[config.mk]
export PLATFORM = sky130hd
export DESIGN_NAME = alarm_bank
export DESIGN_NICKNAME = d
export VERILOG_FILES = /design/src/rtl/alarm_bank.sv
export SDC_FILE = /design/constraint.sdc
export NUM_CORES = 1
export LEC_CHECK = 0
export BUFFER_PORTS_ARGS = -buffer_cell sky130_fd_sc_hd__buf_2
export CORE_ASPECT_RATIO = 1.2
export CORE_UTILIZATION = 25
export CTS_BUF_LIST = sky130_fd_sc_hd__clkbuf_16
export DETAILED_ROUTE_END_ITERATION = 8
export MAX_ROUTING_LAYER = met4
export RECOVER_POWER = 50
export SETUP_SLACK_MARGIN = 0.05
export SLEW_MARGIN = 20
export SYNTH_ARGS = -nofsm -noshare
export SYNTH_HDL_FRONTEND = slang
export SYNTH_SLANG_ARGS = --single-unit
[constraint.sdc]
create_clock -name clk -period 2.65 [get_ports clk]
set_input_delay 0.1325 -clock clk [delete_from_list [all_inputs] [get_ports clk]]
set_output_delay 0.1325 -clock clk [all_outputs]
set_load 0.03 [all_outputs]
[src/rtl/alarm_bank.sv]
// Bank of independently armed alarms driven by an external time-of-day source.
// Each channel has its own IDLE/RINGING/SNOOZED machine with snooze, dismiss and ring timeout.
module alarm_bank #(
    parameter int N_ALARMS   = 4,
    parameter int RING_SECS  = 60,
    parameter int SNOOZE_MIN = 5,
    localparam int CW = (N_ALARMS > 1) ? $clog2(N_ALARMS) : 1
) (
    input  logic                clk,
    input  logic                reset,
    input  logic [5:0]          sec_in,
    input  logic [5:0]          min_in,
    input  logic [4:0]          hour_in,
    input  logic [CW-1:0]       sel_alarm,
    input  logic [1:0]          select,
    input  logic                increment,
    input  logic [N_ALARMS-1:0] arm,
    input  logic                snooze,
    input  logic                dismiss,
    output logic [5:0]          sec_out,
    output logic [5:0]          min_out,
    output logic [4:0]          hour_out,
    output logic [N_ALARMS-1:0] ringing,
    output logic                out,
    output logic [CW-1:0]       ring_id
);

    localparam logic [1:0] SELECT_NONE = 2'd0;
    localparam logic [1:0] SELECT_SEC  = 2'd1;
    localparam logic [1:0] SELECT_MIN  = 2'd2;
    localparam logic [1:0] SELECT_HOUR = 2'd3;

    typedef enum logic [1:0] {
        ST_IDLE    = 2'd0,
        ST_RINGING = 2'd1,
        ST_SNOOZED = 2'd2
    } state_t;

    logic                inc_prev_q;
    logic                snz_prev_q;
    logic                dis_prev_q;
    logic [5:0]          sec_prev_q;
    logic [N_ALARMS-1:0] ringing_q;
    logic [N_ALARMS-1:0] ringing_d;
    logic                out_q;

    logic inc_edge;
    logic snz_edge;
    logic dis_edge;
    logic sec_tick;

    assign inc_edge = increment & ~inc_prev_q;
    assign snz_edge = snooze & ~snz_prev_q;
    assign dis_edge = dismiss & ~dis_prev_q;
    assign sec_tick = (sec_in != sec_prev_q);

    // Snooze target, shared by all channels since it only depends on the current time.
    logic [6:0] snz_min_sum;
    logic [5:0] snz_sec_t;
    logic [5:0] snz_min_t;
    logic [4:0] snz_hour_t;

    always_comb begin
        snz_min_sum = {1'b0, min_in} + 7'(SNOOZE_MIN);
        snz_sec_t   = sec_in;
        snz_min_t   = snz_min_sum[5:0];
        snz_hour_t  = hour_in;
        if (snz_min_sum >= 7'd60) begin
            snz_min_t  = 6'(snz_min_sum - 7'd60);
            snz_hour_t = (hour_in >= 5'd23) ? 5'd0 : hour_in + 5'd1;
        end
    end

    logic [N_ALARMS-1:0][5:0] set_sec_all;
    logic [N_ALARMS-1:0][5:0] set_min_all;
    logic [N_ALARMS-1:0][4:0] set_hour_all;

    for (genvar gi = 0; gi < N_ALARMS; gi++) begin : g_ch
        logic [5:0] set_sec_q, set_sec_d;
        logic [5:0] set_min_q, set_min_d;
        logic [4:0] set_hour_q, set_hour_d;
        logic [5:0] snz_sec_q, snz_sec_d;
        logic [5:0] snz_min_q, snz_min_d;
        logic [4:0] snz_hour_q, snz_hour_d;
        state_t     state_q, state_d;
        logic [7:0] cnt_q, cnt_d;
        logic       prev_hit_q, prev_hit_d;
        logic       hit;
        logic       trig;
        logic       edit_en;

        assign edit_en = inc_edge && (select != SELECT_NONE) && (sel_alarm == CW'(gi));

        always_comb begin
            if (state_q == ST_SNOOZED) begin
                hit = (sec_in == snz_sec_q) && (min_in == snz_min_q) && (hour_in == snz_hour_q);
            end else begin
                hit = (sec_in == set_sec_q) && (min_in == set_min_q) && (hour_in == set_hour_q);
            end
        end

        // Only the first cycle of a match counts, so a dismissed alarm stays quiet for the rest of the second.
        assign trig = hit & ~prev_hit_q;

        always_comb begin
            set_sec_d  = set_sec_q;
            set_min_d  = set_min_q;
            set_hour_d = set_hour_q;
            snz_sec_d  = snz_sec_q;
            snz_min_d  = snz_min_q;
            snz_hour_d = snz_hour_q;
            state_d    = state_q;
            cnt_d      = cnt_q;
            prev_hit_d = hit;

            if (edit_en) begin
                case (select)
                    SELECT_SEC:  set_sec_d  = (set_sec_q >= 6'd59) ? 6'd0 : set_sec_q + 6'd1;
                    SELECT_MIN:  set_min_d  = (set_min_q >= 6'd59) ? 6'd0 : set_min_q + 6'd1;
                    SELECT_HOUR: set_hour_d = (set_hour_q >= 5'd23) ? 5'd0 : set_hour_q + 5'd1;
                    default: ;
                endcase
            end

            if (!arm[gi]) begin
                state_d = ST_IDLE;
            end else begin
                case (state_q)
                    ST_IDLE: begin
                        if (trig) begin
                            state_d = ST_RINGING;
                            cnt_d   = 8'(RING_SECS);
                        end
                    end
                    ST_RINGING: begin
                        if (dis_edge) begin
                            state_d = ST_IDLE;
                        end else if (snz_edge) begin
                            state_d    = ST_SNOOZED;
                            snz_sec_d  = snz_sec_t;
                            snz_min_d  = snz_min_t;
                            snz_hour_d = snz_hour_t;
                        end else if (sec_tick) begin
                            if (cnt_q <= 8'd1) begin
                                state_d = ST_IDLE;
                                cnt_d   = 8'd0;
                            end else begin
                                cnt_d = cnt_q - 8'd1;
                            end
                        end
                    end
                    ST_SNOOZED: begin
                        if (dis_edge) begin
                            state_d = ST_IDLE;
                        end else if (trig) begin
                            state_d = ST_RINGING;
                            cnt_d   = 8'(RING_SECS);
                        end
                    end
                    default: state_d = ST_IDLE;
                endcase
            end
        end

        always_ff @(posedge clk or negedge reset) begin
            if (!reset) begin
                set_sec_q  <= '0;
                set_min_q  <= '0;
                set_hour_q <= '0;
                snz_sec_q  <= '0;
                snz_min_q  <= '0;
                snz_hour_q <= '0;
                state_q    <= ST_IDLE;
                cnt_q      <= '0;
                prev_hit_q <= 1'b1;
            end else begin
                set_sec_q  <= set_sec_d;
                set_min_q  <= set_min_d;
                set_hour_q <= set_hour_d;
                snz_sec_q  <= snz_sec_d;
                snz_min_q  <= snz_min_d;
                snz_hour_q <= snz_hour_d;
                state_q    <= state_d;
                cnt_q      <= cnt_d;
                prev_hit_q <= prev_hit_d;
            end
        end

        assign set_sec_all[gi]  = set_sec_q;
        assign set_min_all[gi]  = set_min_q;
        assign set_hour_all[gi] = set_hour_q;
        assign ringing_d[gi]    = (state_d == ST_RINGING);
    end

    // Button edge detectors start high so a button held through reset is ignored.
    always_ff @(posedge clk or negedge reset) begin
        if (!reset) begin
            inc_prev_q <= 1'b1;
            snz_prev_q <= 1'b1;
            dis_prev_q <= 1'b1;
            sec_prev_q <= '0;
            ringing_q  <= '0;
            out_q      <= 1'b0;
        end else begin
            inc_prev_q <= increment;
            snz_prev_q <= snooze;
            dis_prev_q <= dismiss;
            sec_prev_q <= sec_in;
            ringing_q  <= ringing_d;
            out_q      <= |ringing_d;
        end
    end

    assign ringing = ringing_q;
    assign out     = out_q;

    always_comb begin
        ring_id = '0;
        for (int i = N_ALARMS - 1; i >= 0; i--) begin
            if (ringing_q[i]) begin
                ring_id = CW'(i);
            end
        end
    end

    logic sel_valid;
    assign sel_valid = (int'(sel_alarm) < N_ALARMS);
    assign sec_out   = sel_valid ? set_sec_all[sel_alarm]  : 6'd0;
    assign min_out   = sel_valid ? set_min_all[sel_alarm]  : 6'd0;
    assign hour_out  = sel_valid ? set_hour_all[sel_alarm] : 5'd0;

endmodule

==> results by group <==
Floorplanning
  – Die X: 199.9 µm
  – Initial core utilization: 25.45%
  – Die Area: 47870 µm²
  – # IOs: 54
  – Row count: 86
  – Core area: 46160 µm²
  – Die outline height: between 200 and 250 µm

Synthesis
  – Syn Area/Cell: 9.647 µm²
  – Synthesized flop and latch total: 194
  – Yosys warns: 0
  – Syn_nets: roughly 1300
  – Post-synth EDFFs: 0
  – Top_reg_cell synth: dfrtp_1
  – Mapped Cells: 1218
  – Async S/R FF share, synth: 100.0%
  – Mapped cell area: 11750 µm²
  – Register area share after synthesis: roughly 41%
  – Yosys cell types: 78

Layout
  – Fillers: 4845
  – Nets: 1345
  – Antenna diodes: 0
  – P&R area growth vs syn: 15.09%
  – Layout cells sized above 1: about 15%

Route
  – Drc violations: 0
  – Drt pass-1 iters: 5
  – DRT antenna net count: 0
  – Via count: around 9600
  – Drt total wl: 32.41 mm
  – WL/cell: 16.88 µm
  – Vias per cell: 4.995
  – Initial DRC Count: around 640

Clock network
  – Sink Count: 194
  – Cts bufs inserted: 17
  – PostCTS Resize Cnt: 0
  – CTS tree: yes
  – # H-tree levels: 4
  – Clock-pin slew on the worst setup and hold paths: 0.08 ns
  – CTS Root Cell: clkbuf_16
  – Clk buf depth: 2
  – Clock Latency Late Sink: around 0.46 ns

Setup path
  – WP buf/inv: 0
  – Startpoint Class: flip-flop
  – CP Class: reg -> reg
  – Highest-delay cell along the critical path: o32ai_2
  – Cell family contributing the most delay on the critical path: simple AND/OR/NAND/NOR gates
  – CP Max Fanout: 8
  – WP data arrival: ~2.8 ns
  – Worst-path cell chain: xor2_1, nor4_1, nand3_1, o32ai_2, or2_1, o32ai_1
  – Critical path capture point type: flip-flop
  – R2R setup slack: 0.19 ns
  – WP data required: between 2 and 3 ns
  – CP peak stage delay: 0.60 ns

Timing
  – Final WS setup: 0.1944 ns
  – Worst slew pin tran: 2.040 ns
  – RSZ-0062 raised after global routing: false
  – Worst Skew: 0.01395 ns
  – Final count of negative-setup-slack endpoints: 0
  – Endpoints failing hold: 0
  – Fmax: 407.2 MHz
  – Final worst-path cycle share: 92.66%
  – Slew Viols, Final: 76
  – Final total negative setup slack: 0 ns
  – Min Tclk post-route: 2.456 ns
  – Max_slew headroom: -36.02%

Global routing
  – Total grt overflow: 0
  – Vias in the first global route: 9356
  – Global-route wire length before repair: 51.88 mm
  – Initial antenna violation count: 0
  – Largest net degree at the start of global routing: 77
  – Gr usage total: 14.41%

Power
  – Leakage: 5.944 nW
  – Power density over cell area: 514.5 nW/µm²
  – Power, Total: 6.958 mW
  – Worst ir drop on vdd: 0.0004784 V

Job
  – Max_cap viols: 1

Outcome
  – Failing checks: capacitance limit, slew limit
  – Run status: finished with violations

Worst hold path
  – Min-Delay Path Class: in -> reg

Placed design
  – DP Wirelength: between 20 and 25 mm
  – IO Port Bufs: 53
  – DP Worst Slack: between 0.2 and 0.25 ns
  – Final GP Congestion: 0.8769
[placed cells by master, fill, tap and decap left out, drive strengths merged, types with 25 or more instances in the layout]
cell | netlist | routed
nand3 | 42 | 42
xnor2 | 50 | 50
nor3 | 28 | 28
o21ai | 107 | 107
nor4 | 25 | 25
o31ai | 26 | 26
mux2 | 28 | 28
clkbuf | 25 | 30
inv | 20 | 29
xor2 | 95 | 95
nor2 | 63 | 63
nand2 | 168 | 168
dfrtp | 187 | 187
buf | 32 | 88
a21oi | 33 | 33
[worst register-to-register path, cell delays in order (launching register included)]
cell     delay (ns)
dfrtp_1        0.48
xor2_1         0.19
nor4_1         0.34
nand3_1        0.25
o32ai_2        0.60
or2_1          0.33
o32ai_1        0.14
[worst paths after layout]
path	from	to	depth (start not counted)
setup / recovery	g_ch[2].set_sec_q[2]	g_ch[2].cnt_q[1]	6
hold / removal	min_in[0]	g_ch[2].snz_min_q[0]	3
setup reg to reg	g_ch[2].set_sec_q[2]	g_ch[2].cnt_q[1]	6
hold reg to reg	g_ch[2].cnt_q[7]	g_ch[2].cnt_q[7]	1
max in group asynchronous	reset	inc_prev_q	3
min in group asynchronous	reset	g_ch[3].cnt_q[0]	2
[sequential cells by signal (all words and copies together), names as in the netlist]
register         count
g_ch.cnt_q          32
g_ch.set_min_q      24
g_ch.set_sec_q      24
g_ch.snz_min_q      24
g_ch.snz_sec_q      24
g_ch.set_hour_q     20
g_ch.snz_hour_q     20
g_ch.state_q         8
sec_prev_q           6
g_ch.prev_hit_q      4
ringing              4
dis_prev_q           1
inc_prev_q           1
out                  1
snz_prev_q           1
[metal layers]
layer | vias to the layer above | wire length [µm] | track usage, %
li1 | 4533 | - | -
met5 | - | 0 | -
met2 | 264 | 15980 | 23.54
met4 | 0 | 771 | 4.488
met1 | 4750 | 14430 | 18.42
met3 | 44 | 1236 | 1.830
[cell usage after synthesis, drive strengths merged (4+ instances only)]
cell type | count | area share [%]
nor3 | 28 | 1.2
mux4 | 17 | 3.3
o211ai | 5 | 0.32
o41ai | 5 | 0.37
nand2 | 168 | 5.4
mux2 | 28 | 2.7
and2 | 5 | 0.27
dfrtp | 187 | 40
nor4 | 25 | 1.6
or3 | 10 | 0.62
a211oi | 8 | 0.60
ha | 24 | 2.6
a22o | 13 | 0.97
o21ai | 107 | 4.6
inv | 20 | 0.64
o22ai | 6 | 0.32
or2 | 11 | 0.59
clkbuf | 25 | 0.80
dfstp | 7 | 1.6
a41oi | 7 | 0.52
xnor2 | 50 | 3.7
a31oi | 6 | 0.32
nand4 | 23 | 1.3
mux2i | 4 | 0.34
or4 | 4 | 0.26
xor2 | 95 | 7.1
nand3 | 42 | 1.9
nand3b | 5 | 0.32
nor3b | 5 | 0.32
nor2 | 63 | 2.1
o21a | 7 | 0.45
a21o | 19 | 1.2
o2bb2ai | 11 | 0.82
nor2b | 22 | 1.2
and3 | 16 | 0.85
nand2b | 16 | 0.85
o31ai | 26 | 1.7
a32o | 6 | 0.51
a21oi | 33 | 1.4
buf | 32 | 2.2
o32ai | 4 | 0.68
[area by class of cell]
type	instances	area (µm²)	share of cell area, %
Timing Repair Buffer	111	739.5	5.468
Clock inverter	15	185.2	1.369
Sequential cell	194	4863	35.96
Multi-Input combinational cell	947	6464	47.80
Inverter	20	75.07	0.5551
Tap cell	616	770.7	5.699
Clock buffer	17	425.4	3.146
[through the flow]
stage,utilization (%),instances,instance area [µm²],hold slack (ns)
2_1_floorplan,-,1218,11750,-0.1631
3_3_place_gp,27.83,1878,12840,0.2270
3_5_place_dp,27.83,1878,12840,0.2361
4_1_cts,29.37,1920,13560,0.003513
5_1_grt,29.29,1920,13520,0.2070
6_report,29.29,1920,13520,0.1611
[repair_timing]
item,4_1_cts,5_1_grt
hold endpoints to repair,78,0
hold buffers,10,0
buffers inserted,0,0
setup endpoints to repair,0,0
[where the power goes]
part | switching [mW] | internal (mW) | leakage, nW | total (mW)
Sequential | 0.185 | 3.06 | 2.57 | 3.25
Combinational | 0.589 | 0.397 | 3.08 | 0.986
Clock | 1.36 | 1.37 | 0.299 | 2.72
[kinds of logic (layout without fill, tap and decap cells)]
| group | count (synthesis) | in the layout | synth area share [%] |
|---|---|---|---|
| and+or+nand+nor | 449 | 449 | 19.24 |
| adders and majority gates | 26 | 26 | 2.726 |
| AOI/OAI and AO/OA | 278 | 278 | 15.95 |
| muxes | 49 | 49 | 6.283 |
| buffers and inverters | 77 | 163 | 3.599 |
| DFF | 194 | 194 | 41.39 |
| xor gates and xnor gates | 145 | 145 | 10.81 |
Note: power is estimated with default switching activity, not from simulation.
